File: config.mk
export PLATFORM = sky130hd
export DESIGN_NAME = _sipo_deser
export DESIGN_NICKNAME = d
export VERILOG_FILES = /design/src/rtl/_sipo_deser_pkg.sv /design/src/rtl/_sipo_deser_shift_reg.sv /design/src/rtl/_sipo_deser.sv
export SDC_FILE = /design/constraint.sdc
export NUM_CORES = 1
export LEC_CHECK = 0
export CAP_MARGIN = 20
export CORE_ASPECT_RATIO = 1.25
export CORE_MARGIN = 2
export CORE_UTILIZATION = 34
export DETAILED_ROUTE_END_ITERATION = 6
export GPL_TIMING_DRIVEN = 0
export HOLD_SLACK_MARGIN = 0.15
export PLACE_DENSITY = 0.59
export SYNTH_ARGS = -nofsm -noshare
export SYNTH_HDL_FRONTEND = slang
export SYNTH_SLANG_ARGS = --single-unit
File: constraint.sdc
create_clock -name clk -period 2.2 [get_ports clk]
set_input_delay 0.22 -clock clk [delete_from_list [all_inputs] [get_ports clk]]
set_output_delay 0.22 -clock clk [all_outputs]
set_load 0.02 [all_outputs]
File: src/rtl/_sipo_deser_pkg.sv
// ============================================================================
// Module      : _sipo_deser_pkg
// Description : State encoding and width helper shared by the SIPO deserializer.
// Revision    : 1.0 - initial release
// ============================================================================
`default_nettype none

package _sipo_deser_pkg;

    localparam logic [0:0] IDLE  = 1'b0;
    localparam logic [0:0] SHIFT = 1'b1;

    function automatic int clog2(input int value);
        int result;
        int v;
        result = 0;
        v      = value - 1;
        while (v > 0) begin
            result = result + 1;
            v      = v >> 1;
        end
        return result;
    endfunction

endpackage

`default_nettype wire

File: src/rtl/_sipo_deser_shift_reg.sv
// ============================================================================
// Module      : _sipo_shift_reg
// Description : WIDTH-bit serial shift register with clear, enable and direction.
// Revision    : 1.0 - initial release
// ============================================================================
`default_nettype none

module _sipo_shift_reg #(
    parameter int WIDTH     = 8,
    parameter int MSB_FIRST = 1
) (
    input  logic             clk,
    input  logic             reset_n,
    input  logic             clr,
    input  logic             en,
    input  logic             din,
    output logic [WIDTH-1:0] shifted
);

    logic [WIDTH-1:0] sr_q;
    logic [WIDTH-1:0] sr_d;

    // shifted is the register value after this edge's shift, including din
    generate
        if (MSB_FIRST != 0) begin : g_msb_first
            assign shifted = {sr_q[WIDTH-2:0], din};
        end else begin : g_lsb_first
            assign shifted = {din, sr_q[WIDTH-1:1]};
        end
    endgenerate

    always_comb begin
        sr_d = sr_q;
        if (clr) begin
            sr_d = '0;
        end else if (en) begin
            sr_d = shifted;
        end
    end

    always_ff @(posedge clk or negedge reset_n) begin
        if (!reset_n) begin
            sr_q <= '0;
        end else begin
            sr_q <= sr_d;
        end
    end

endmodule

`default_nettype wire

File: src/rtl/_sipo_deser.sv
// ============================================================================
// Module      : _sipo_deser
// Description : Start-framed serial-in/parallel-out deserializer with overrun flag.
// Revision    : 1.0 - initial release
// ============================================================================
`default_nettype none

module _sipo_deser
    import _sipo_deser_pkg::*;
#(
    parameter int WIDTH     = 8,
    parameter int MSB_FIRST = 1
) (
    input  logic             clk,
    input  logic             reset_n,
    input  logic             abort,
    input  logic             start,
    input  logic             din,
    output logic [WIDTH-1:0] dout,
    output logic             valid,
    output logic             busy,
    output logic             overrun
);

    localparam int            CW   = clog2(WIDTH);
    localparam logic [CW-1:0] LAST = CW'(WIDTH - 1);

    logic [0:0]       state_q,   state_d;
    logic [CW-1:0]    cnt_q,     cnt_d;
    logic [WIDTH-1:0] dout_q,    dout_d;
    logic             valid_q,   valid_d;
    logic             overrun_q, overrun_d;
    logic             sr_clr;
    logic             sr_en;
    logic [WIDTH-1:0] w_shifted;

    _sipo_shift_reg #(
        .WIDTH     (WIDTH),
        .MSB_FIRST (MSB_FIRST)
    ) u_shift_reg (
        .clk     (clk),
        .reset_n (reset_n),
        .clr     (sr_clr),
        .en      (sr_en),
        .din     (din),
        .shifted (w_shifted)
    );

    always_comb begin
        state_d   = state_q;
        cnt_d     = cnt_q;
        dout_d    = dout_q;
        valid_d   = 1'b0;
        overrun_d = overrun_q;
        sr_clr    = 1'b0;
        sr_en     = 1'b0;

        if (abort) begin
            state_d   = IDLE;
            cnt_d     = '0;
            sr_clr    = 1'b1;
            overrun_d = 1'b0;
        end else begin
            case (state_q)
                IDLE: begin
                    if (start) begin
                        state_d = SHIFT;
                        cnt_d   = '0;
                        sr_clr  = 1'b1;
                    end
                end
                default: begin
                    sr_en = 1'b1;
                    if (cnt_q == LAST) begin
                        dout_d  = w_shifted;
                        valid_d = 1'b1;
                        cnt_d   = '0;
                        // A start on the completion edge chains the next word
                        if (start) begin
                            sr_clr = 1'b1;
                        end else begin
                            state_d = IDLE;
                        end
                    end else begin
                        cnt_d = cnt_q + CW'(1);
                        if (start) begin
                            overrun_d = 1'b1;
                        end
                    end
                end
            endcase
        end
    end

    always_ff @(posedge clk or negedge reset_n) begin
        if (!reset_n) begin
            state_q   <= IDLE;
            cnt_q     <= '0;
            dout_q    <= '0;
            valid_q   <= 1'b0;
            overrun_q <= 1'b0;
        end else begin
            state_q   <= state_d;
            cnt_q     <= cnt_d;
            dout_q    <= dout_d;
            valid_q   <= valid_d;
            overrun_q <= overrun_d;
        end
    end

    assign dout    = dout_q;
    assign valid   = valid_q;
    assign busy    = (state_q == SHIFT);
    assign overrun = overrun_q;

endmodule

`default_nettype wire

## Yosys cells after proc, flatten, opt, wreduce, memory -nomap -nowiden

Cells that the tools add are included.

- Add/sub/neg operators: 1
- Multipliers: 0
- Div/mod/pow operators: 0
- Order comparisons: 0
- Equality and inequality tests: 2
- Shifts and indexed selects: 0
- Multiplexer cells: 22
- Bitwise logic cells: 1
- Reductions and logical operators: 6

Operators with widths:

| kind | count |
|---|---|
| $mux 1 | 16 |
| $mux 7 | 2 |
| $mux 3 | 4 |
| $reduce_and 3->1 | 2 |
| $reduce_bool 2->1 | 3 |
| $add 3x1->3 const B | 1 |
| $eq 3x3->1 const B | 1 |
| $reduce_bool 3->1 | 1 |
| $ne 2x2->1 const B | 1 |
| $not 1->1 | 1 |

- Bits in registers: 21
- Latch bits: 0
- Memory bits (writable): 0
- Bits in read-only memories: 0
- Input port bits: 5
- Output and inout bits: 11
- Word-level logic and storage cells: 38
- Memories: 0

## Logic depth before layout (Yosys ltp)

- Depth after elaboration: 5
- Depth in mapped cells: 5
- Gate-level depth less buffers: 4

## Modules after synthesis

A second synthesis with hierarchy kept.

- Cell total of the unflattened synthesis: 67
- Area total of the unflattened synthesis: 893.4 sq um

By module, submodules not included:

| module | times used | cells an instance | area each (sq um) |
|---|---|---|---|
| _sipo_deser | 1 | 44 | 603.1 |
| _sipo_shift_reg | 1 | 23 | 290.3 |

## Least setup slack after synthesis

Ideal clock, no wire load.

- Path kind: flip-flop to flip-flop
- From: reg cnt_q[0]
- To: reg dout_q[0] (netlist: dout[0])
- Arrival time: 1,244 ps
- Data required time: 2,075 ps
- Setup slack: 831 ps
- Stages on the path, launching flop included: 5
- Path buffers: 0
- Period minus slack after synthesis: 1,369 ps
- Cell sequence: dfrtp_1 > ha_1 > ha_1 > nand3b_4 > mux2_4

- Cells in the longest elaborated chain, start to end: 2

Ends and longest elaborated chain:

| element | RTL line | source |
|---|---|---|
| from (decl) | _sipo_deser.sv:29 | `logic [CW-1:0] cnt_q, cnt_d;` |
| from (signal assigned) | _sipo_deser.sv:104 | `cnt_q <= cnt_d;` |
| $eq 3x3->1 | _sipo_deser.sv:74 | `if (cnt_q == LAST) begin` |
| $reduce_and 3->1 (no source line) | - |  |
| to (signal assigned) | _sipo_deser.sv:105 | `dout_q <= dout_d;` |
| to (decl) | _sipo_deser.sv:30 | `logic [WIDTH-1:0] dout_q, dout_d;` |

Every way passes these cells.
A chain may end at the register's enable or synchronous reset.

## Final worst setup path

- From: reg state_q (netlist: busy)
- To: out busy

RTL lines:

| element | RTL line | source |
|---|---|---|
| from (decl) | _sipo_deser.sv:28 | `logic [0:0] state_q, state_d;` |
| from (signal assigned) | _sipo_deser.sv:103 | `state_q <= state_d;` |
| to (decl) | _sipo_deser.sv:21 | `output logic busy,` |

No word-level cell between the ends.

==> impl_metrics.env <==
export IMPL_cp_arrival_ns=1.28
export IMPL_cts_resized=0
export IMPL_start_util_pct=36.5
export IMPL_setup_ws_ns=0.696
export IMPL_drive_gt1_share_pct=18.9
export IMPL_p_leak_nw=0.589
export IMPL_finalCritPeriodShare_pct=68.3
export IMPL_wl_per_cell_um=13.4
export IMPL_gp_congestion=0.694
export IMPL_netlist_area_um2=997
export IMPL_cap_viol_max_count=0
export IMPL_skew_ns=0.00554
export IMPL_clk_pin_slew_worst_paths_ns=0.11
export IMPL_vias=629
export IMPL_synth_edff_count=0
export IMPL_ys_ff_latch=21
export IMPL_layout_commonest_cell="dfrtp_1"
export IMPL_tns_ns=0
export IMPL_cts_tree="built"
export IMPL_nFillCells=267
export IMPL_worst_pin_slew_ns=0.913
export IMPL_finalSetupViolCount=0
export IMPL_antenna_found_initial=0
export IMPL_regArea_um2=526
export IMPL_antennaDiodeCount=0
export IMPL_hold_buffers=0
export IMPL_required_ns=1.98
export IMPL_die_height_um=64.6
export IMPL_worstPathMaxFanout=2
export IMPL_track_usage_pct=12.0
export IMPL_clkLatencyLatePin_ns=0.30
export IMPL_cts_setup_buffers=0
export IMPL_final_hold_viol_count=0
export IMPL_cts_buffers=3
export IMPL_grt_pass1_vias=682
export IMPL_synth_nets=84
export IMPL_multi_input_area_um2=405
export IMPL_rows=21
export IMPL_cp_start_kind="flip-flop"
export IMPL_fmax_mhz=665
export IMPL_critPathSlowestCell="clkdlybuf4s50_1"
export IMPL_clock_root_buffer="clkbuf_4"
export IMPL_async_flop_share_pct=100
export IMPL_crit_buf_inv=1
export IMPL_synth_top_area_share_pct=52.7
export IMPL_yosys_area_top_type="dfrtp_1"
export IMPL_cts_htree_levels=1
export IMPL_dp_hpwl_um=1220
export IMPL_core_um2=2730
export IMPL_dp_slack_ns=0.702
export IMPL_drtPass1Iterations=3
export IMPL_critPathMaxStageDelay_ns=0.61
export IMPL_crit_chain="clkdlybuf4s50_1"
export IMPL_drc=0
export IMPL_yosys_warnings=0
export IMPL_viasPerCell=4.88
export IMPL_ys_flop_type="dfrtp_1"
export IMPL_final_cell_mix="21 x dfrtp_1, 15 x clkdlybuf4s50_1, 9 x inv_1, 8 x mux2_4"
export IMPL_end_kind="primary output"
export IMPL_syn_avg_cell_area_um2=13.1
export IMPL_die_area_um2=3390
export IMPL_grt_pass1_wl_um=2990
export IMPL_status="finished clean"
export IMPL_slew_headroom_pct=38.9
export IMPL_cts_buffer_depth=2
export IMPL_hold_class="in2async"
export IMPL_grt_max_degree=22
export IMPL_synth_seq_area_share_pct=52.7
export IMPL_fin_crit_ns=1.50
export IMPL_crit_type="reg2out"
export IMPL_grt_overflow=0
export IMPL_ir_drop_uv=405
export IMPL_syn2layout_area_growth_pct=22.1
export IMPL_die_x_um=52.4
export IMPL_final_max_slew_viol_count=0
export IMPL_cts_sinks=21
export IMPL_io_pins=16
export IMPL_reg2reg_slack_ns=0.73
export IMPL_portBuffers=15
export IMPL_power_density_nw_per_um2=536
export IMPL_ys_types=18
export IMPL_ant_nets=0
export IMPL_drtIter0Drc=1
export IMPL_routed_wl_um=1730
export IMPL_yosys_top_cells_area="dfrtp_1 53%, mux2_4 12%, mux2i_1 7.0%, o32ai_1 6.1%, ha_1 3.8%"
export IMPL_fin_nets=104
export IMPL_cp_top_family="buffers and inverters"
export IMPL_rsz0062_at_grt="false"
export IMPL_syn_inst=76
==> registers in the layout (all words and copies together), names as in the netlist <==
| signal | cells |
|---|---|
| dout | 8 |
| u_shift_reg.sr_q | 7 |
| cnt_q | 3 |
| busy | 1 |
| overrun | 1 |
| valid | 1 |
==> synthesized netlist by cell type (2+ instances only) <==
cell	n
dfrtp_1	21
o32ai_1	7
inv_1	9
mux2i_1	7
or3b_1	4
a21oi_1	5
mux2_4	8
nand2_1	2
ha_1	3
buf_2	2
==> logic make-up (layout without fill, tap and decap cells) <==
| logic type | after synthesis | count (layout) | synth area share [%] |
|---|---|---|---|
| adder cells (fa/ha/maj) | 3 | 3 | 3.76 |
| multiplexers | 15 | 15 | 19.1 |
| flip-flops | 21 | 21 | 52.7 |
| AND/OR/NAND/NOR | 11 | 11 | 9.16 |
| buffers and inverters | 14 | 33 | 6.65 |
| AO/OA/AOI/OAI | 12 | 12 | 8.66 |
==> stage by stage <==
step / cells / power, mW / instance area (um2) / util [%] / hold slack [ns]
after floorplan: 76 / 0.448 / 997 / - / -0.0756
after global placement: 125 / 0.481 / 1190 / 43.5 / 0.493
after detailed placement: 125 / 0.482 / 1190 / 43.5 / 0.493
after CTS: 129 / 0.661 / 1220 / 44.6 / 0.446
after global routing: 129 / 0.686 / 1220 / 44.6 / 0.485
final: 129 / 0.653 / 1220 / 44.6 / 0.418
==> report_power, final <==
part           switching [mW]  internal, mW  total [mW]  leakage (nW)
combinational          0.0393        0.0338      0.0731         0.282
clock                   0.112        0.0677       0.180        0.0177
sequential            0.00618         0.394       0.400         0.289
total                   0.157         0.496       0.653         0.589
==> cell type report <==
type,instances,area share [%]
multi-input combinational,41,33.3
inverter,9,2.77
sequential,21,43.2
timing repair buffer,15,12.3
buffer,5,2.67
tap,34,3.49
clock buffer,3,1.85
clock inverter,1,0.411
==> metal layers <==
| layer | global-route usage [%] | part of all wire [%] | vias to the layer above |
|---|---|---|---|
| met3 | 2.07 | 3.1 | 4 |
| met1 | 15.1 | 46 | 310 |
| met5 | 0 | 0 | - |
| met2 | 18.8 | 48 | 11 |
| met4 | 7.69 | 2.8 | 0 |
| li1 | - | - | 304 |
==> path summary, 6_finish.rpt <==
kind	depth (start not counted)	startpoint	endpoint
worst max-delay path	1	busy	busy
worst max register to register	4	cnt_q[0]	dout[2]
worst min-delay path	1	reset_n	dout[1]
min in group clk	2	overrun	overrun
max in group asynchronous	1	reset_n	overrun
worst min register to register	2	overrun	overrun
Note: power is estimated with default switching activity, not from simulation.
